<file path="config.mk">
export PLATFORM = sky130hd
export DESIGN_NAME = mux2x1_arbiter
export DESIGN_NICKNAME = d
export VERILOG_FILES = /design/src/rtl/mux2x1_arb_pkg.sv /design/src/rtl/mux2x1_cmos.sv /design/src/rtl/mux2x1_arbiter.sv
export SDC_FILE = /design/constraint.sdc
export NUM_CORES = 1
export LEC_CHECK = 0
export CAP_MARGIN = 0
export CORE_AREA = 4 4 41 43
export CTS_CLUSTER_SIZE = 28
export DETAILED_ROUTE_END_ITERATION = 12
export DIE_AREA = 0 0 45 47
export GPL_TIMING_DRIVEN = 0
export MAX_ROUTING_LAYER = met4
export PLACE_DENSITY_LB_ADDON = 0.2
export SLEW_MARGIN = 20
export SYNTH_ARGS = -nofsm -noshare
export SYNTH_HDL_FRONTEND = slang
export SYNTH_SLANG_ARGS = --single-unit
</file>
<file path="constraint.sdc">
create_clock -name clk -period 4.25 [get_ports clk]
set_input_delay 0.85 -clock clk [delete_from_list [all_inputs] [get_ports clk]]
set_output_delay 0.85 -clock clk [all_outputs]
set_load 0.01 [all_outputs]
</file>
<file path="src/rtl/mux2x1_arb_pkg.sv">
// rtl/mux2x1_arb_pkg.sv - shared state encoding and hold-counter width for mux2x1_arbiter
package mux2x1_arb_pkg;

  typedef enum logic [1:0] {
    IDLE = 2'd0,
    OWN0 = 2'd1,
    OWN1 = 2'd2
  } arb_state_t;

  localparam int CNT_W = 8;

endpackage

</file>
<file path="src/rtl/mux2x1_cmos.sv">
// rtl/mux2x1_cmos.sv - single-bit 2:1 mux cell, s = 0 selects a0
module mux2x1_cmos (
  output logic y,
  input  logic s,
  input  logic a0,
  input  logic a1
);

  assign y = s ? a1 : a0;

endmodule

</file>
<file path="src/rtl/mux2x1_arbiter.sv">
// rtl/mux2x1_arbiter.sv - two-requester round-robin arbiter driving a W-bit mux of mux2x1_cmos cells
// Optional forced handoff after HOLD_MAX grant cycles: MUX2X1_ARB_TIMEOUT_EN
module mux2x1_arbiter
  import mux2x1_arb_pkg::*;
#(
  parameter int W        = 8,
  parameter int HOLD_MAX = 15
) (
  input  logic         clk,
  input  logic         rst_n,
  input  logic         req0,
  input  logic         req1,
  input  logic [W-1:0] a0,
  input  logic [W-1:0] a1,
  output logic         gnt0,
  output logic         gnt1,
  output logic         s,
  output logic         busy,
  output logic [W-1:0] y
);

  arb_state_t state, state_nxt;
  logic       last, last_nxt;
  logic       s_nxt;
  logic       preempt;

`ifdef MUX2X1_ARB_TIMEOUT_EN
  localparam logic [CNT_W-1:0] HOLD_LIM = CNT_W'(HOLD_MAX - 1);

  logic [CNT_W-1:0] hold_cnt;

  // Counter restarts on every new owner and sits at zero while idle.
  always_ff @(posedge clk or negedge rst_n) begin
    if (!rst_n) begin
      hold_cnt <= '0;
    end else if ((state_nxt != state) || (state_nxt == IDLE)) begin
      hold_cnt <= '0;
    end else if (!(&hold_cnt)) begin
      hold_cnt <= hold_cnt + 1'b1;
    end
  end

  assign preempt = (hold_cnt >= HOLD_LIM);
`else
  logic unused_hold_max;

  assign unused_hold_max = ^HOLD_MAX;
  assign preempt         = 1'b0;
`endif

  always_ff @(posedge clk or negedge rst_n) begin
    if (!rst_n) begin
      state <= IDLE;
      last  <= 1'b1;
      s     <= 1'b0;
    end else begin
      state <= state_nxt;
      last  <= last_nxt;
      s     <= s_nxt;
    end
  end

  always_comb begin
    state_nxt = state;
    case (state)
      IDLE: begin
        if (req0 && req1)  state_nxt = last ? OWN0 : OWN1;
        else if (req0)     state_nxt = OWN0;
        else if (req1)     state_nxt = OWN1;
      end
      OWN0: begin
        if (req0 && !(req1 && preempt)) state_nxt = OWN0;
        else if (req1)                  state_nxt = OWN1;
        else                            state_nxt = IDLE;
      end
      OWN1: begin
        if (req1 && !(req0 && preempt)) state_nxt = OWN1;
        else if (req0)                  state_nxt = OWN0;
        else                            state_nxt = IDLE;
      end
      default: state_nxt = IDLE;
    endcase

    // Select and round-robin pointer follow the owner; both hold through IDLE.
    last_nxt = last;
    s_nxt    = s;
    if (state_nxt == OWN0) begin
      last_nxt = 1'b0;
      s_nxt    = 1'b0;
    end else if (state_nxt == OWN1) begin
      last_nxt = 1'b1;
      s_nxt    = 1'b1;
    end
  end

  assign gnt0 = (state == OWN0);
  assign gnt1 = (state == OWN1);
  assign busy = gnt0 | gnt1;

  for (genvar i = 0; i < W; i++) begin : g_bit
    mux2x1_cmos u_mux (
      .y  (y[i]),
      .s  (s),
      .a0 (a0[i]),
      .a1 (a1[i])
    );
  end

endmodule

</file>
==> results of run 1 <==
==> tightest hold or removal path, cell delays in order, from the launching register on <==
cell,delay (ns)
dfstp_2,0.37
inv_1,0.05
a21oi_1,0.05
==> cell usage after synthesis (all sizes together) <==
library cell / count
buf: 9
mux2: 8
ha: 6
inv: 6
a31oi: 3
dfrtp: 3
a21oi: 2
nand3: 2
nor2b: 2
dfstp: 1
nand2b: 1
nor3: 1
o211ai: 1
o21ai: 1
or2: 1
or3: 1
==> layout make-up <==
| type | instances | area, µm² | share of cell area, % |
|---|---|---|---|
| plain buffers | 9 | 65.06 | 8.163 |
| clock buffers | 4 | 26.28 | 3.297 |
| inverters | 6 | 22.52 | 2.826 |
| multi-input cells | 29 | 252.7 | 31.71 |
| flip-flops and latches | 4 | 101.3 | 12.72 |
| well taps | 15 | 18.77 | 2.355 |
| repair buffers | 31 | 310.3 | 38.93 |
==> kinds of logic (layout without fill, tap and decap cells) <==
kind of cell / Yosys count / in the layout / share of synthesized area, %
muxes: 8 / 8 / 20.40
AOI/OAI and AO/OA: 7 / 7 / 9.349
buffers and inverters: 15 / 50 / 19.83
and+or+nand+nor: 8 / 8 / 10.48
adders and majority gates: 6 / 6 / 17.00
DFF: 4 / 4 / 22.95
==> power by group through the flow <==
stage / Combinational, mW / Sequential (mW) / Clock (mW)
after floorplan: 0.174 / 0.0727 / 0
after CTS: 0.294 / 0.0738 / 0.0540
final: 0.289 / 0.0739 / 0.0510
after global placement: 0.288 / 0.0740 / 0
after detailed placement: 0.293 / 0.0743 / 0
after global routing: 0.316 / 0.0764 / 0.0579
==> per-layer routing <==
layer  wire, µm  share of wire, %  global-route usage [%]
met1        406                36                   11.44
met2        610                55                   20.90
met3         96               8.6                   1.533
met4          0                 0                   5.263
met5          0                 0                       -
==> placed cells by master, fill, tap and decap left out, types with 3 or more instances in the layout <==
cell type / netlist / layout
clkdlybuf4s50_1: 0 / 31
mux2_2: 8 / 8
buf_4: 8 / 8
inv_1: 6 / 6
ha_1: 6 / 6
a31oi_1: 3 / 3
clkbuf_4: 0 / 3
dfrtp_1: 3 / 3
==> state kept, by name, summed over array words and instances (netlist names) <==
name,flops
s,1
state,2
last,1
==> final timing paths <==
path / cells after the start / from / endpoint
max: 4 / a1[5] / y[5]
min: 2 / last$_DFFE_PN1P_ / last$_DFFE_PN1P_
max reg2reg: 8 / state[0]$_DFF_PN0_ / s$_DFFE_PN0P_
min reg2reg: 2 / last$_DFFE_PN1P_ / last$_DFFE_PN1P_
max in group asynchronous: 1 / rst_n / last$_DFFE_PN1P_
min in group asynchronous: 1 / rst_n / state[0]$_DFF_PN0_
==> per-stage QoR <==
| step | setup slack, ns | power, mW | instances |
|---|---|---|---|
| floorplan | 2.172 | 0.2465 | 48 |
| CTS | 1.289 | 0.4216 | 98 |
| finish | 1.300 | 0.4137 | 98 |
| detailed placement | 1.289 | 0.3671 | 94 |
| global route | 1.252 | 0.4506 | 98 |
| global placement | 1.304 | 0.3617 | 94 |
==> impl_metrics.json, run 1 <==
{
  "num_vias": 445,
  "critPathSlowestCell": "clkdlybuf4s50_1",
  "hold_buffers": 0,
  "io_buffers": 31,
  "grt_pass1_wl_um": 1711,
  "fin_tns_setup_ns": 0,
  "crit_type": "in -> out",
  "dieArea_um2": 2115,
  "stdcell_area_um2": 797.0,
  "hold_class": "reg -> reg",
  "htreeDepth": 1,
  "period_minus_slack_ns": 2.950,
  "peakVddDrop_uv": 377.0,
  "critPathBufInv": 3,
  "outcome": "complete, no violations",
  "fillers": 127,
  "drive_above_1_share_pct": 25.30,
  "crit_path_cell_trace": "clkdlybuf4s50_1, mux2_2, buf_4, clkdlybuf4s50_1",
  "cts_max_path_buffers": 2,
  "post_dp_cell_area_um2": 770.7,
  "power_frac_seq_pct": 17.9,
  "clk_latency_ns": 0.23,
  "p_sw_share_pct": 35.50,
  "setup_viol_count_final": 0,
  "drtAntennaViolNets": 0,
  "final_hold_viol_count": 0,
  "p_per_area_nw_per_um2": 519.1,
  "syn-cell-area_um2": 441.7,
  "yosys.area.top_type_share_pct": 20.40,
  "rsz0062_at_grt": "false",
  "synthDistinctLibCells": 17,
  "r2r_setup_slack_ns": 2.28,
  "crit_top_cell": "clkdlybuf4s50_1",
  "cp.required_ns": 3.40,
  "drt-initial-drc-count": 2,
  "initial_core_util_pct": 33.94,
  "die_height_um": 47,
  "skew_ns": 0.003614,
  "worstPathArrival_ns": 2.10,
  "cts-buffers-inserted": 3,
  "yosys.area.top_type": "mux2_2",
  "routabilityCongestion": 0.8032,
  "nets": 110,
  "final_core_util_pct": 61.25,
  "slew_violations": 0,
  "syn_inst": 48,
  "io_pins": 32,
  "p_sw_mw": 0.1469,
  "drt-wirelength-per-cell_um": 11.37,
  "synth_area_leaders": "mux2_2 20%, dfrtp_1 17%, ha_1 17%",
  "seq_area_frac_synth_pct": 22.95,
  "dp_hpwl_um": 988.8,
  "end_kind": "primary output",
  "rows": 13,
  "grt_max_degree": 10,
  "cpPeakStageDelay_ns": 0.47,
  "core_um2": 1301,
  "tritoncts": "done",
  "grt_pass1_vias": 447,
  "drv_cap": 0,
  "antenna_cells": 0,
  "p_leak_nw": 0.3577,
  "syn_nets": 74,
  "die-width_um": 45,
  "clk_pin_slew_worst_paths_ns": 0.04,
  "crit_family": "buffers and inverters",
  "synth-seq-cells": 4,
  "crit_fanout": 1,
  "clkSinkCount": 4,
  "grt.total_usage_pct": 11.20,
  "slew-limit-headroom_pct": 85.78,
  "gr-total-overflow": 0,
  "pwr-share-comb_pct": 69.8,
  "max_freq_mhz": 339.0,
  "period_share_pct": 69.40,
  "ys_warn_count": 0,
  "cts_resized": 0,
  "area_growth_pct": 80.45,
  "via_per_inst": 4.541,
  "drt_wl_total_um": 1114,
  "drt-pass1-iter-count": 3,
  "antenna_found_initial": 0,
  "cts_setup_buffers": 0,
  "synth.avg_cell_area_um2": 9.202,
  "drcViolationCount": 0,
  "worst_pin_slew_ns": 0.2123,
  "crit_path_start_kind": "input pin",
  "hold_slack_ns": 0.4803,
  "internal-power_mw": 0.2669,
  "clockPowerShare_pct": 12.3,
  "clock_tree.root_cell": "clkbuf_4"
}
No activity file was read; power rests on OpenSTA's default activity.
==> run 2, diff against run 1 <==
- CORE_AREA: 4 4 41 43 -> not set
- CORE_MARGIN: not set -> 4
- CORE_UTILIZATION: not set -> 30
- DIE_AREA: 0 0 45 47 -> not set
- clock period: 4.25 -> 2.55 ns (I/O delays scaled with it)
==> run 2 against run 1 <==
Sequential cell count unchanged; non-clock buffer count unchanged; core utilization fell by 2.2 points; first-iteration DRC count rose to 5.5 times the previous value; global-route usage about the same; via count fell by 2.7%; sequential share of layout area did not move; combinational power grew 66%; critical path depth did not move; largest cell class unchanged; final cell count stayed put.
==> impl_metrics.json, run 2 (synthesis results as in run 1) <==
{
  "clk_latency_ns": 0.23,
  "die_height_um": 46.37,
  "final_cell_mix": "31 x clkdlybuf4s50_1, 8 x mux2_2, 8 x buf_4",
  "drcViolationCount": 0,
  "area_growth_pct": 80.45,
  "grt_pass1_wl_um": 1725,
  "drt-initial-drc-count": 11,
  "fillers": 136,
  "crit_type": "in -> out",
  "outcome": "complete, no violations",
  "p_per_area_nw_per_um2": 861.8,
  "clk_pin_slew_worst_paths_ns": 0.04,
  "r2r_setup_slack_ns": 0.62,
  "drt-pass1-iter-count": 4,
  "hold_class": "in -> async",
  "post_dp_cell_area_um2": 770.7,
  "period_minus_slack_ns": 2.288,
  "peakVddDrop_uv": 519.4,
  "crit_path_start_kind": "input pin",
  "drt-wirelength-per-cell_um": 11.17,
  "clock_tree.root_cell": "clkbuf_4",
  "fin_tns_setup_ns": 0,
  "r2r-end": "s$_DFFE_PN0P_",
  "startpoint": "a0[4]",
  "reg2reg_from": "state[0]$_DFF_PN0_",
  "final_hold_viol_count": 0,
  "largest_reg_flops": 2,
  "rows": 13,
  "stdcell_area_um2": 797.0,
  "clkSinkCount": 4,
  "via_per_inst": 4.418,
  "reg_top3": "state: 2 flops, last: 1 flops, s: 1 flops",
  "cts_setup_buffers": 0,
  "skew_ns": 0.003914,
  "hold_buffers": 0,
  "end_kind": "primary output",
  "slew_violations": 0,
  "regMostFlops": "state",
  "htreeDepth": 1,
  "crit_fanout": 1,
  "grt.total_usage_pct": 11.19,
  "dp_hpwl_um": 937.2,
  "power_mw": 0.6869,
  "reg2reg_depth": 8,
  "drv_cap": 0,
  "gr-total-overflow": 0,
  "use_met3_pct": 0.3906,
  "grt_max_degree": 10,
  "grt_use_met1_pct": 14.72,
  "worst_pin_slew_ns": 0.2679,
  "hold_slack_ns": 0.4690,
  "grt_pass1_vias": 433,
  "worstPathArrival_ns": 1.78,
  "core_um2": 1350,
  "cp.required_ns": 2.04,
  "p_leak_nw": 0.3577,
  "nets": 110,
  "cts_resized": 0,
  "antenna_cells": 0,
  "cts-buffers-inserted": 3,
  "dieArea_um2": 2150,
  "globalRouteMet2Util_pct": 17.58,
  "io_buffers": 31,
  "max_freq_mhz": 437.0,
  "antenna_found_initial": 0,
  "drt_wl_total_um": 1095,
  "io_pins": 32,
  "drtAntennaViolNets": 0,
  "setup_viol_count_final": 0,
  "drive_above_1_share_pct": 25.30,
  "tritoncts": "done",
  "routabilityCongestion": 0.7214,
  "slew-limit-headroom_pct": 82.06,
  "grt_busiest_layer": "met2",
  "initial_core_util_pct": 32.72,
  "period_share_pct": 89.73,
  "cts_max_path_buffers": 2,
  "final_common_cell": "clkdlybuf4s50_1",
  "multi_input_comb_area_um2": 252.7,
  "num_vias": 433,
  "seqCellArea_um2": 101.3,
  "die-width_um": 46.37,
  "rsz0062_at_grt": "false",
  "final_core_util_pct": 59.04
}
## run 2: cell counts in the layout (fill, tap and decap cells not counted)
Identical to the previous run, type by type.
## run 2: stage by stage
step                      setup slack (ns)  std cells
final                               0.2619         98
after CTS                           0.2513         98
after floorplan                     0.7690         48
after global routing                0.2134         98
after global placement              0.2852         94
after detailed placement            0.2569         94
## run 2: worst max-delay path, cell delays in order
cell and delay [ns]:
clkdlybuf4s50_1 0.41, mux2_2 0.27, buf_4 0.13, clkdlybuf4s50_1 0.46
## run 2: metal layers
layer	part of all wire (%)	routed length [µm]
met4	0	0
met2	54	586
met5	0	0
met3	6.7	73
met1	40	435
## run 2: power breakdown
part	switching, mW	total [mW]	leakage [nW]	internal, mW
Combinational	0.191	0.479	0.297	0.288
Sequential	0.0263	0.124	0.0461	0.0978
Clock	0.0255	0.0842	0.0150	0.0587
Total	0.243	0.687	0.358	0.444
## run 2: worst max-delay path by stage
| stage | slack [ns] | to |
|---|---|---|
| 2_1_floorplan | 0.77 | s$_DFFE_PN0P_ |
| 3_3_place_gp | 0.29 | y[5] |
| 3_5_place_dp | 0.26 | y[4] |
| 4_1_cts | 0.25 | y[4] |
| 5_1_grt | 0.21 | y[7] |
| 6_report | 0.26 | y[4] |
## run 2: layout make-up
cell class	count	share of cell area, %
Tap cell	15	2.355
Clock buffer	4	3.297
Multi-Input combinational cell	29	31.71
Inverter	6	2.826
Timing Repair Buffer	31	38.93
Buffer	9	8.163
Sequential cell	4	12.72
==> run 3, diff against run 2 <==
- GPL_TIMING_DRIVEN: 0 -> not set
==> run 3 against run 2 <==
Die area stayed put; sequential share of layout area is 1.1 points higher; clock power is 2.7% higher; core utilization is 4.8 points lower; fmax is 5.3% higher; wire length is 5.3% lower; non-clock buffer count is 9 lower; power is 6.6% lower; clock skew is 0.0037 ns lower; combinational power is 14% lower; worst setup slack better by 0.12 ns; count of clock-buffer cells in the layout stayed put.
==> impl_metrics.json, run 3 (synthesis results as in run 1) <==
{
  "setup_viol_count_final": 0,
  "crit_path_start_kind": "flop",
  "dieArea_um2": 2150,
  "antenna_found_initial": 0,
  "outcome": "complete, no violations",
  "hold_buffers": 0,
  "worstPathArrival_ns": 1.66,
  "drcViolationCount": 0,
  "rows": 13,
  "tritoncts": "done",
  "drt-wirelength-per-cell_um": 11.65,
  "final_hold_viol_count": 0,
  "via_per_inst": 4.360,
  "slew-limit-headroom_pct": 74.77,
  "hold_class": "in -> async",
  "drt-pass1-iter-count": 4,
  "drt-initial-drc-count": 8,
  "core_um2": 1350,
  "final_core_util_pct": 54.22,
  "clk_latency_ns": 0.23,
  "gr-total-overflow": 0,
  "largest_reg_flops": 2,
  "htreeDepth": 1,
  "cp.required_ns": 2.04,
  "io_buffers": 31,
  "grt_max_degree": 11,
  "p_leak_nw": 0.3161,
  "grt_pass1_vias": 366,
  "num_vias": 388,
  "dp_hpwl_um": 879,
  "final_common_cell": "clkdlybuf4s50_1",
  "r2r_setup_slack_ns": 0.59,
  "grt_pass1_wl_um": 1573,
  "grt.total_usage_pct": 10.86,
  "p_per_area_nw_per_um2": 876.7,
  "clkSinkCount": 4,
  "skew_ns": 0.0001655,
  "use_met3_pct": 7.422,
  "routabilityCongestion": 0.7125,
  "final_cell_mix": "31 x clkdlybuf4s50_1, 8 x mux2_2, 6 x inv_1, 6 x ha_1",
  "period_minus_slack_ns": 2.172,
  "clock_tree.root_cell": "clkbuf_4",
  "antenna_cells": 0,
  "globalRouteMet2Util_pct": 14.29,
  "grt_busiest_layer": "met2",
  "nets": 101,
  "reg_top3": "state: 2 flops, last: 1 flops, s: 1 flops",
  "drt_wl_total_um": 1037,
  "end_kind": "primary output",
  "drv_cap": 0,
  "cts-buffers-inserted": 3,
  "fillers": 134,
  "clk_pin_slew_worst_paths_ns": 0.04,
  "initial_core_util_pct": 32.72,
  "peakVddDrop_uv": 594.6,
  "fin_tns_setup_ns": 0,
  "max_freq_mhz": 460.4,
  "crit_type": "reg -> out",
  "grt_use_met1_pct": 13.05,
  "cts_setup_buffers": 0,
  "die-width_um": 46.37,
  "worst_pin_slew_ns": 0.3784,
  "drive_above_1_share_pct": 16.22,
  "io_pins": 32,
  "drtAntennaViolNets": 0,
  "period_share_pct": 85.18,
  "regMostFlops": "state",
  "power_mw": 0.6417,
  "rsz0062_at_grt": "false",
  "die_height_um": 46.37,
  "area_growth_pct": 65.72,
  "cts_max_path_buffers": 2,
  "crit_fanout": 10,
  "slew_violations": 0,
  "cts_resized": 0
}
[run 3: cell count changes in the layout (fill, tap and decap cells not counted)]
cell,before,now
buf_4,8,0
buf_2,1,0
[run 3: through the flow]
stage | std cells | worst slack [ns] | instance area, µm² | hold WS, ns
3_3_place_gp | 85 | 0.3998 | 705.7 | 0.4747
3_5_place_dp | 85 | 0.3431 | 705.7 | 0.4706
4_1_cts | 89 | 0.3519 | 732.0 | 0.4694
2_1_floorplan | 48 | 0.7690 | 441.7 | 0.2144
6_report | 89 | 0.3780 | 732.0 | 0.4725
5_1_grt | 89 | 0.3018 | 732.0 | 0.4613
[run 3: path summary, 6_finish.rpt]
| check | startpoint | to | cells past startpoint |
|---|---|---|---|
| setup / recovery | s$_DFFE_PN0P_ | y[0] | 2 |
| hold / removal | rst_n | s$_DFFE_PN0P_ | 1 |
| setup reg to reg | state[1]$_DFF_PN0_ | s$_DFFE_PN0P_ | 8 |
| hold reg to reg | last$_DFFE_PN1P_ | last$_DFFE_PN1P_ | 2 |
| max in group asynchronous | rst_n | last$_DFFE_PN1P_ | 1 |
| min in group clk | last$_DFFE_PN1P_ | last$_DFFE_PN1P_ | 2 |
[run 3: critical path, stage by stage (launching register included)]
cell,delay [ns]
dfrtp_1,0.56
mux2_2,0.38
clkdlybuf4s50_1,0.48
[run 3: power breakdown]
part | switching (mW) | total [mW] | internal [mW]
clock network | 0.0276 | 0.0865 | 0.0588
registers | 0.0438 | 0.141 | 0.0976
logic | 0.166 | 0.414 | 0.248
total | 0.238 | 0.642 | 0.404
[run 3: metal layers]
| layer | vias to the layer above | part of all wire (%) | wire length, µm |
|---|---|---|---|
| met5 | - | 0 | 0 |
| met4 | 0 | 0 | 0 |
| met3 | 0 | 11 | 113 |
| met2 | 16 | 45 | 462 |
| met1 | 167 | 44 | 461 |
| li1 | 205 | - | - |
[run 3: final cells by class]
type	instances	area [µm²]	share of cell area [%]
timing repair buffer	31	310.3	42.39
multi-input combinational	29	252.7	34.53
sequential	4	101.3	13.85
clock buffer	4	26.28	3.590
inverter	6	22.52	3.077
tap	15	18.77	2.564
==> RTL edit, RTL diff (flow settings as in run 3) <==
Set the parameter `W` to 6 (it was 8).
--- a/src/rtl/mux2x1_arbiter.sv
+++ b/src/rtl/mux2x1_arbiter.sv
@@ -5,3 +5,3 @@
 #(
-  parameter int W        = 8,
+  parameter int W        = 6,
   parameter int HOLD_MAX = 15
Ports: changed (resized a0, a1 and y); port bits go from 32 to 26. The function was not compared with the original's and may differ.
==> RTL edit against run 3 <==
  * Sequential cell count unchanged
  * Design area decreased by 11%
  * Synthesized area decreased by 8.5%
  * Setup slack got worse by 9.0 ps
  * Synthesized cell count decreased by 8.3%
  * Total power decreased by 5.7%
  * Utilization increased by 0.42 points
  * Routed wire length increased by 2.9%
  * Sequential share of layout area increased by 1.8 points
  * Count of clock-buffer cells in the layout unchanged
  * Critical endpoint is now y[5]
  * Largest cell class unchanged
==> RTL edit: results (changes against run 3) <==
CTS
  – Setup bufs post-CTS: 0 (unchanged)
  – Clk_lat worst skew: 240 ps

Critical path
  – Critical path endpoint: y[5]
  – Critical Path Start: a1[5]
  – FF-to-FF path depth: 8 (unchanged)
  – Family with the most delay on the worst path: buffers and inverters
  – FF-to-FF Start: state[0]
  – Slowest CP cell: clkdlybuf4s50_1
  – Critical Path AT: 1670 ps
  – CP peak stage delay: 480 ps (-80 ps)
  – Critical path peak fanout: 1 (-9)
  – Worst reg2reg setup slack: 600 ps

Final layout
  – Share of post-route cells with drive strength above 1: 0.167 (+0.00450)
  – Fillers: 117 (-13%)
  – Top flop regs: state (2), last (1), s (1)
  – Final instance area: 648 µm² (-11%)
  – Layout Nets: 89 (-12%)

Routing
  – Post-DR vias/cell: 4.49 (+2.9%)
  – Initial DRC Count: 1 (-7)
  – Vias: 359 (-7.5%)
  – Post-Route WL: 1070 µm (+2.9%)
  – Length of the first detailed-routing pass in iterations: 2 (-2)

Yosys
  – Syn_nets: 66 (-11%)
  – Syn Area/Cell: 9.18 µm² (-0.18%)
  – Commonest cells in the synthesized netlist: buf_4 (6), ha_1 (6), inv_1 (6), mux2_2 (6)
  – Post-synthesis compound-gate area fraction: 0.102 (+0.00868)
  – Sequential area share after synthesis: 0.251 (+0.0213)
  – Yosys cell types: 17 (unchanged)
  – Post-synthesis adder-cell area fraction: 0.186 (+0.0158)
  – Synth area leaders: dfrtp_1 (19%), ha_1 (19%), mux2_2 (17%), buf_4 (11%), dfstp_2 (6.5%)
  – Mux cell area share after synthesis: 0.167 (-0.0368)

Power and ir drop
  – Switch Pwr: 0.226 mW (-4.8%)
  – Leakage power: 0.286 nW (-9.5%)
  – Worst IR Drop VDD: 382 µV (-36%)

Place
  – Dpl ws: 363 ps (+20.3 ps)
  – Detail Placement HPWL: 892 µm (+1.5%)
  – GPL Wtd Cong: 0.789 (+11%)
  – IO buf count: 25 (-19%)
  – Placed cell areas: 622 µm² (-12%)
  – Post-placement cell count: 76 (-11%)

Global routing
  – GRT Overall Usage: 0.119 (+0.00997)
  – First-pass GRT wire length: 1610 µm (+2.6%)
  – Largest net degree at the start of global routing: 9 (-2)
  – Vias in the first global route: 329 (-10%)
  – Initial antenna violation count: 0 (unchanged)

STA
  – Worst slew margin: 0.804 (+0.0567)
  – Clock skew: 11.4 ps (+11.3 ps)
  – Crit path time final: 2180 ps (+9.03 ps)

Run status
  – Status: completed
## RTL edit: changes by cell type in the layout (fill, tap and decap cells not counted)
cell             change
or2_0                -1
clkdlybuf4s50_1      -6
or2_2                +1
mux2_2               -2
## RTL edit: cell type report
class	instances	share of cell area
Multi-Input combinational cell	27	0.355
Timing Repair Buffer	25	0.386
Tap cell	14	0.0270
Sequential cell	4	0.156
Inverter	6	0.0347
Clock buffer	4	0.0405
## RTL edit: cells by family after synthesis
| family | after synthesis |
|---|---|
| AO/OA/AOI/OAI | 7 |
| buffers and inverters | 13 |
| multiplexers | 6 |
| adder cells (fa/ha/maj) | 6 |
| flip-flops | 4 |
| AND/OR/NAND/NOR | 8 |
## RTL edit: worst min path at each step
stage / from / end / slack (ps) / depth (start not counted)
final: rst_n / state[0] / 480 / 1
after floorplan: rst_n / s / 210 / 0
after CTS: rst_n / state[1] / 480 / 1
after detailed placement: last / last / 470 / 2
after global routing: rst_n / state[0] / 470 / 1
after global placement: last / last / 480 / 2
## RTL edit: worst register-to-register path, cell delays in order (launching register included)
cell and delay (ps):
dfrtp_1 440, inv_1 110, ha_1 230, nand2b_1 120, a31oi_1 100, or3_1 320, ha_1 310, nor2b_1 150
a21oi_1 50
## RTL edit: power groups by stage
stage	Combinational [mW]	Sequential (mW)	Clock [mW]
5_1_grt	0.414	0.145	0.104
3_3_place_gp	0.378	0.141	0
6_report	0.375	0.141	0.0894
3_5_place_dp	0.380	0.139	0
4_1_cts	0.381	0.141	0.0937
2_1_floorplan	0.263	0.121	0
## RTL edit: routing by layer
metal,share of wire,GRT usage,up-vias
met3,0.028,0.0359,0
met2,0.55,0.209,8
met4,0,0.0361,0
met1,0.42,0.125,164
met5,0,-,-
li1,-,-,187
